==> config.mk <==
export PLATFORM = sky130hd
export DESIGN_NAME = out_queue
export DESIGN_NICKNAME = d
export VERILOG_FILES = /design/src/rtl/out_queue_pkg.sv /design/src/rtl/out_queue.sv
export SDC_FILE = /design/constraint.sdc
export NUM_CORES = 1
export LEC_CHECK = 0
export CAP_MARGIN = 20
export CORE_MARGIN = 2
export CORE_UTILIZATION = 30
export DETAILED_ROUTE_END_ITERATION = 12
export GPL_TIMING_DRIVEN = 0
export PLACE_DENSITY_LB_ADDON = 0.08
export SYNTH_ARGS = -nofsm -noshare
export SYNTH_HDL_FRONTEND = slang
export SYNTH_SLANG_ARGS = --single-unit
==> constraint.sdc <==
create_clock -name clk -period 5.2 [get_ports clk]
set_input_delay 1.04 -clock clk [delete_from_list [all_inputs] [get_ports clk]]
set_output_delay 1.04 -clock clk [all_outputs]
set_load 0.02 [all_outputs]
==> src/rtl/out_queue_pkg.sv <==
// Shared types for the out_queue block: result-bus format, ROB tag width,
// the output queue entry layout and the tag comparison helper.
package out_queue_pkg;

  localparam int ROB_WIDTH      = 4;
  localparam int CDB_DATA_W     = 32;
  localparam int OUT_DATA_W_MAX = 32;

  typedef struct packed {
    logic                  valid;
    logic [ROB_WIDTH-1:0]  tag;
    logic [CDB_DATA_W-1:0] data;
  } cdb_t;

  // Entry data is sized for the widest lane; a queue instance uses the low DATA_W bits.
  typedef struct packed {
    logic                      valid;
    logic [ROB_WIDTH-1:0]      tag;
    logic [OUT_DATA_W_MAX-1:0] data;
  } out_entry_t;

  function automatic logic tag_match(input cdb_t bus, input logic [ROB_WIDTH-1:0] tag);
    return bus.valid && (bus.tag == tag);
  endfunction

endpackage

==> src/rtl/out_queue.sv <==
// In-order output byte queue: entries wait for their operand from the result
// buses and drain to the transmitter as the ROB commits them.
module out_queue
  import out_queue_pkg::*;
#(
  parameter int N_ENTRY = 8,
  parameter int DATA_W  = 8,
  parameter int N_CDB   = 2
) (
  input  logic                         clk,
  input  logic                         reset_n,
  input  cdb_t                         cdb [N_CDB],
  input  logic                         issue_valid,
  output logic                         issue_ready,
  input  logic [ROB_WIDTH-1:0]         issue_tag,
  input  logic                         issue_data_valid,
  input  logic [31:0]                  issue_data,
  input  logic                         commit_valid,
  output logic                         commit_ready,
  input  logic                         flush,
  output logic                         sender_valid,
  input  logic                         sender_ready,
  output logic [DATA_W-1:0]            sender_data,
  output logic [$clog2(N_ENTRY):0]     count
);

  localparam int PTR_W = $clog2(N_ENTRY);
  localparam int CNT_W = PTR_W + 1;

  logic [PTR_W-1:0]     r_head;
  logic [PTR_W-1:0]     r_tail;
  logic [CNT_W-1:0]     r_count;
  logic [N_ENTRY-1:0]   r_valid;
  logic [ROB_WIDTH-1:0] r_tag  [N_ENTRY];
  logic [DATA_W-1:0]    r_data [N_ENTRY];

  logic                 w_commit;
  logic                 w_issue;
  out_entry_t           w_new;
  logic [N_ENTRY-1:0]   w_snoop_hit;
  logic [DATA_W-1:0]    w_snoop_data [N_ENTRY];
  logic [N_ENTRY-1:0]   w_valid_next;
  logic [PTR_W-1:0]     w_offset;
  logic                 w_unused_bits;

  assign commit_ready = sender_ready && r_valid[r_head] && (r_count != '0);
  assign w_commit     = commit_valid && commit_ready && !flush;
  assign sender_valid = w_commit;
  assign sender_data  = r_data[r_head];
  assign issue_ready  = !flush && ((r_count < CNT_W'(N_ENTRY)) || w_commit);
  assign w_issue      = issue_valid && issue_ready;
  assign count        = r_count;

  // Incoming entry: the operand supplied with the issue beats any bus,
  // and among buses the lowest index wins (scan runs high to low).
  // NOTE: every always_comb output gets a default first so no latch is inferred.
  always_comb begin
    w_new     = '0;
    w_new.tag = issue_tag;
    for (int k = N_CDB - 1; k >= 0; k--) begin
      if (tag_match(cdb[k], issue_tag)) begin
        w_new.valid             = 1'b1;
        w_new.data[DATA_W-1:0]  = cdb[k].data[DATA_W-1:0];
      end
    end
    if (issue_data_valid) begin
      w_new.valid            = 1'b1;
      w_new.data[DATA_W-1:0] = issue_data[DATA_W-1:0];
    end
  end

  // Occupied, still-waiting entries snoop the result buses every cycle.
  always_comb begin
    w_offset = '0;
    for (int i = 0; i < N_ENTRY; i++) begin
      w_offset        = PTR_W'(i) - r_head;
      w_snoop_hit[i]  = 1'b0;
      w_snoop_data[i] = '0;
      for (int k = N_CDB - 1; k >= 0; k--) begin
        if (tag_match(cdb[k], r_tag[i])) begin
          w_snoop_hit[i]  = ({1'b0, w_offset} < r_count) && !r_valid[i];
          w_snoop_data[i] = cdb[k].data[DATA_W-1:0];
        end
      end
    end
  end

  always_comb begin
    w_valid_next = r_valid | w_snoop_hit;
    if (w_commit) w_valid_next[r_head] = 1'b0;
    if (w_issue)  w_valid_next[r_tail] = w_new.valid;
  end

  // NOTE: state registers use non-blocking assignments so every flop samples pre-edge values.
  always_ff @(posedge clk or negedge reset_n) begin
    if (!reset_n) begin
      r_head  <= '0;
      r_tail  <= '0;
      r_count <= '0;
      r_valid <= '0;
    end else if (flush) begin
      r_head  <= '0;
      r_tail  <= '0;
      r_count <= '0;
      r_valid <= '0;
    end else begin
      r_head  <= r_head + PTR_W'(w_commit);
      r_tail  <= r_tail + PTR_W'(w_issue);
      r_count <= r_count + CNT_W'(w_issue) - CNT_W'(w_commit);
      r_valid <= w_valid_next;
    end
  end

  // NOTE: tag/data storage is not reset; the valid bits alone decide what is meaningful.
  always_ff @(posedge clk) begin
    for (int i = 0; i < N_ENTRY; i++) begin
      if (w_snoop_hit[i]) r_data[i] <= w_snoop_data[i];
    end
    if (w_issue) begin
      r_tag[r_tail]  <= w_new.tag;
      r_data[r_tail] <= w_new.data[DATA_W-1:0];
    end
  end

  // Upper bus/operand bits beyond the lane width are intentionally ignored.
  always_comb begin
    w_unused_bits = ^w_new.data ^ ^issue_data;
    for (int k = 0; k < N_CDB; k++) w_unused_bits = w_unused_bits ^ ^cdb[k].data;
  end

endmodule

==> impl_metrics.json <==
{
  "fp.dieH_microns": 164,
  "max-vdd-ir-drop_mv": 0.148,
  "synth_area_sq_um": 7670,
  "slew_violations": 0,
  "clk_path_buf_depth": 2,
  "cts.repair.resized": 0,
  "fmax_ghz": 0.233,
  "crit_path_start_kind": "flip-flop",
  "worst_ep_required_time_ps": 4160,
  "ios": 132,
  "layout_commonest_cell": "edfxtp_1",
  "hold_viol": 0,
  "ctsHtreeMaxLevel": 4,
  "synth.top_cell.area_share": 0.376,
  "fin_setup_tns_ps": 0,
  "grt.total_usage": 0.205,
  "diodes": 0,
  "worst-path-buf-inv": 4,
  "yosysSeqAreaShare": 0.435,
  "drt_iter0_markers": 506,
  "hold_path.class": "flip-flop to flip-flop",
  "path_class": "flip-flop to primary output",
  "final_cell_mix": "edfxtp_1, mux2i_1, nand2_1, xor2_1, a21oi_1",
  "wl_microns": 26600,
  "vias": 5946,
  "initial_core_util": 0.305,
  "rsz0062_at_grt": "no",
  "slew_headroom": 0.267,
  "cts_setup_buffers": 0,
  "syn-num-nets": 843,
  "placed_area_sq_um": 8490,
  "outcome": "complete, no violations",
  "cts-root-buf": "clkbuf_16",
  "io_buffer_count": 33,
  "final_util": 0.361,
  "power_density_nw_per_um2": 296,
  "synth.avg_cell_area_sq_um": 11.0,
  "drive_gt1_frac": 0.131,
  "clk_latency_ps": 420,
  "antenna_found_initial": 0,
  "critPathMostFrequentCell": "inv_1",
  "yosys.area.top_type": "edfxtp_1",
  "cts.reportedPaths.clkPinSlew_ps": 50,
  "grt_first_pass_wirelength_microns": 39500,
  "routedWlPerCell_microns": 24.2,
  "p_leak_uw": 0.00322,
  "post-dp-hpwl_microns": 19800,
  "coreArea_sq_um": 25100,
  "maxCapViolations": 0,
  "worstPathArrival_ps": 3250,
  "synth_area_leaders": "edfxtp_1, mux2i_1, xor2_1, dfrtp_1, mux4_2",
  "setup_viol": 0,
  "drtPass1Iterations": 5,
  "grt_pass1_vias": 6233,
  "period_needed_ps": 4290,
  "die_w_microns": 164,
  "final_nets": 907,
  "postSynthCellCount": 697,
  "overflow": 0,
  "skew_ps": 8.17,
  "ant_nets": 0,
  "crit_fanout": 10,
  "path_cells": "inv_1 -> ha_1 -> nor3b_1 -> a311oi_2 -> nand4_2 -> buf_6 -> inv_1 -> clkdlybuf4s50_1",
  "cts_hold_buf": 0,
  "area_growth_pct": 18.3,
  "synth_seq_cells": 114,
  "cp-end-kind": "primary output",
  "ys.flop_type": "edfxtp_1",
  "slowest_stage": "clkdlybuf4s50_1",
  "cts_tree": "done",
  "cp_top_family": "buffers and inverters",
  "design_area_sq_um": 9070,
  "ys_async_sr_fraction": 0.158,
  "cts_sinks": 114,
  "timing.final.crit_share": 0.824,
  "fp.dieArea_sq_um": 26800,
  "yosysWarnings": 0,
  "place.gp.congestion": 0.883,
  "tightestPinTransition_ps": 1090,
  "drc_errors": 0,
  "grt_max_degree": 19,
  "num_rows": 58,
  "vias_per_cell": 5.40,
  "synth_edf_count": 96,
  "cp_slowest_stage_delay_ps": 660,
  "numCtsBuffers": 17,
  "yosys.cell_types.count": 53
}
## cells in the mapped netlist, types with 4 or more instances
library cell / n
edfxtp_1: 96
mux2i_1: 60
nand2_1: 54
xor2_1: 54
a21oi_1: 37
ha_1: 28
o21ai_0: 27
nor2_1: 26
or3_1: 25
inv_1: 24
xnor2_1: 23
buf_2: 20
buf_1: 18
dfrtp_1: 18
a221oi_1: 16
a22oi_1: 16
mux4_2: 16
a31oi_1: 14
nand3_1: 12
nor2b_1: 11
o31ai_1: 11
nor3_1: 10
clkbuf_1: 9
a21o_1: 6
nand2b_1: 6
nor4_1: 6
a32o_1: 5
o21bai_1: 5
buf_4: 4
buf_6: 4
nor4_2: 4
## logic make-up after synthesis
family | share of synthesized area
AO/OA/AOI/OAI | 0.144
XOR/XNOR | 0.0880
adder cells (fa/ha/maj) | 0.0483
buffers and inverters | 0.0488
flip-flops | 0.435
multiplexers | 0.125
AND/OR/NAND/NOR | 0.111
## worst paths after layout
kind                                end  slack [ps]  cells past startpoint       from
max                        sender_valid         910                      8   count[3]
min                           r_tail[2]         630                      2  r_tail[2]
max reg2reg                r_data[4][0]        1040                     10  r_head[1]
min reg2reg                   r_tail[2]         630                      2  r_tail[2]
max in group asynchronous      count[3]        3430                      1    reset_n
min in group asynchronous     r_tail[1]        1170                      1    reset_n
## area by class of cell
class                   count  area [sq um]
fillers                  2532         16000
multi-input cells         502          3970
flip-flops and latches    114          3330
clock buffers              19           433
repair buffers             45           420
well taps                 330           413
plain buffers              55           277
clock inverters            10           119
inverters                  26          97.6
## routing by layer
layer  track usage  part of all wire
met1         0.263              0.44
met2         0.350              0.49
met3        0.0341             0.044
met4        0.0650             0.027
met5             0                 0
## registers in the layout, indices dropped and copies added, names as in the netlist
| register | cells |
|---|---|
| r_valid | 8 |
| r_head | 3 |
| r_tail | 3 |
| count | 4 |
| r_tag | 32 |
| r_data | 64 |
## per-stage QoR
stage               hold WS [ps]  setup WS (ps)  instances  total power (uW)
floorplan                    554           1960        697              1370
global placement             599            365       1060              1540
detailed placement           616            605       1069              1560
CTS                          633            853       1098              2710
global route                 676            708       1101              2780
finish                       633            913       1101              2690
## power by group
part           switching, uW  total [uW]  internal (uW)
Combinational            295         474            179
Clock                    414        1150            734
Sequential              28.1        1070           1040
## worst reg2reg max path, stage by stage (launching register included)
cell	delay, ps
dfrtp_1	570
buf_2	360
buf_1	680
inv_1	250
ha_1	250
ha_1	300
inv_1	50
ha_1	260
a21oi_1	160
o22ai_1	120
o21bai_1	780
Note: power is estimated with default switching activity, not from simulation.
==> variant: new RTL, same settings <==
Set the parameter `DATA_W` to 10 (it was 8).
--- a/src/rtl/out_queue.sv
+++ b/src/rtl/out_queue.sv
@@ -4,7 +4,7 @@
   import out_queue_pkg::*;
 #(
   parameter int N_ENTRY = 8,
-  parameter int DATA_W  = 8,
+  parameter int DATA_W  = 10,
   parameter int N_CDB   = 2
 ) (
   input  logic                         clk,
Ports: changed (resized sender_data); port bits go from 132 to 134. The function was not compared with the original's and may differ.
==> variant against the unedited design <==
- global-route usage is 0.11 points higher
- critical path depth fell by 1
- wire length grew 16%
- via count rose by 12%
- worst setup slack lost 0.17 ns
- hold slack worse by 0.0045 ns
- sequential cell count grew 16
- synthesized area increased by 14%
- design area is 13% higher
- total power increased by 11%
- sequential power increased by 12%
- critical endpoint is now sender_data[7]
- highest routed layer unchanged
==> variant: results (changes against the unedited design) <==
Run status
The run finished with clean final reports.

Synth
The post-synthesis xor/xnor area fraction is 0.0740 (-0.0140). The synthesized-area fraction occupied by adder cells is 0.0423 (-0.00603). The mean instance size in the synthesized netlist is 10.7 µm² (-2.3%). The portion of netlist area occupied by mux cells is 0.125 (-0.000204). By count the netlist is led by nand2_1, edfxtp_1, mux2i_1.

Placement
The routability-driven placement congestion ratio was 0.766 (-13%). The setup slack at placement came to 0.955 ns (+0.349 ns). The number of buffer cells added on primary ports is 36 (+9.1%). The placement-stage cell area is 0.00962 mm² (+13%).

CTS
The CTS clock-pin slew for the worst setup and hold paths is 0.07 ns (+0.02 ns).

Routing
The post-detailed-route wirelength per cell is 24.4 µm (+0.78%). The total routed wirelength was 30900 µm (+16%).

Global route
The number of global-route vias before repair was 6794 (+9.0%). The global-route met3 utilization is 0.0283 (-0.00581).

Worst hold path
The path with the worst hold slack has its endpoint at r_valid[4]. The worst min-delay path startpoint is r_valid[4].

Pwr
The maximum VDD drop is 0.199 mV (+35%).

Setup path
The worst setup path endpoint is sender_data[7]. The worst endpoint data arrival time is 3.42 ns (+0.17 ns). The reg-to-reg critical path endpoint is r_data[4][5]. The largest incremental delay on the critical path is 0.64 ns (-0.02 ns).

The launch point of the critical path is r_head[0].

Cells and area
The final layout net count is 1019 (+12%).

Timing
The time the final worst path needs with I/O delays and setup came to 4.46 ns (+0.175 ns). The clock tree skew after final layout is 0.0117 ns (+0.00352 ns). The actual transition at the worst max-transition pin is 1.07 ns (-0.0236 ns).
-- variant: changes by cell type after synthesis, sizes merged, moves of 6 or more --
| cell | before | now |
|---|---|---|
| a21oi | 38 | 8 |
| a221oi | 16 | 0 |
| a22oi | 17 | 41 |
| a31oi | 14 | 4 |
| buf | 46 | 58 |
| clkbuf | 9 | 22 |
| edfxtp | 96 | 112 |
| nand2 | 54 | 132 |
| nor2 | 26 | 9 |
| nor2b | 11 | 17 |
| o21ai | 27 | 45 |
| o31ai | 11 | 43 |
| or3 | 25 | 0 |
-- variant: where the power goes --
group / leakage, nW / internal [mW] / switching [mW]
clock network: 0.282 / 0.755 / 0.499
registers: 1.29 / 1.18 / 0.0204
logic: 1.87 / 0.195 / 0.342
-- variant: area by class of cell --
cell class	instances	area (µm²)	share of cell area
repair buffers	39	383	0.0375
flip-flops and latches	130	3810	0.373
clock buffers	19	433	0.0424
well taps	384	480	0.0470
plain buffers	80	417	0.0408
multi-input cells	581	4440	0.435
clock inverters	12	158	0.0154
inverters	24	90.1	0.00882
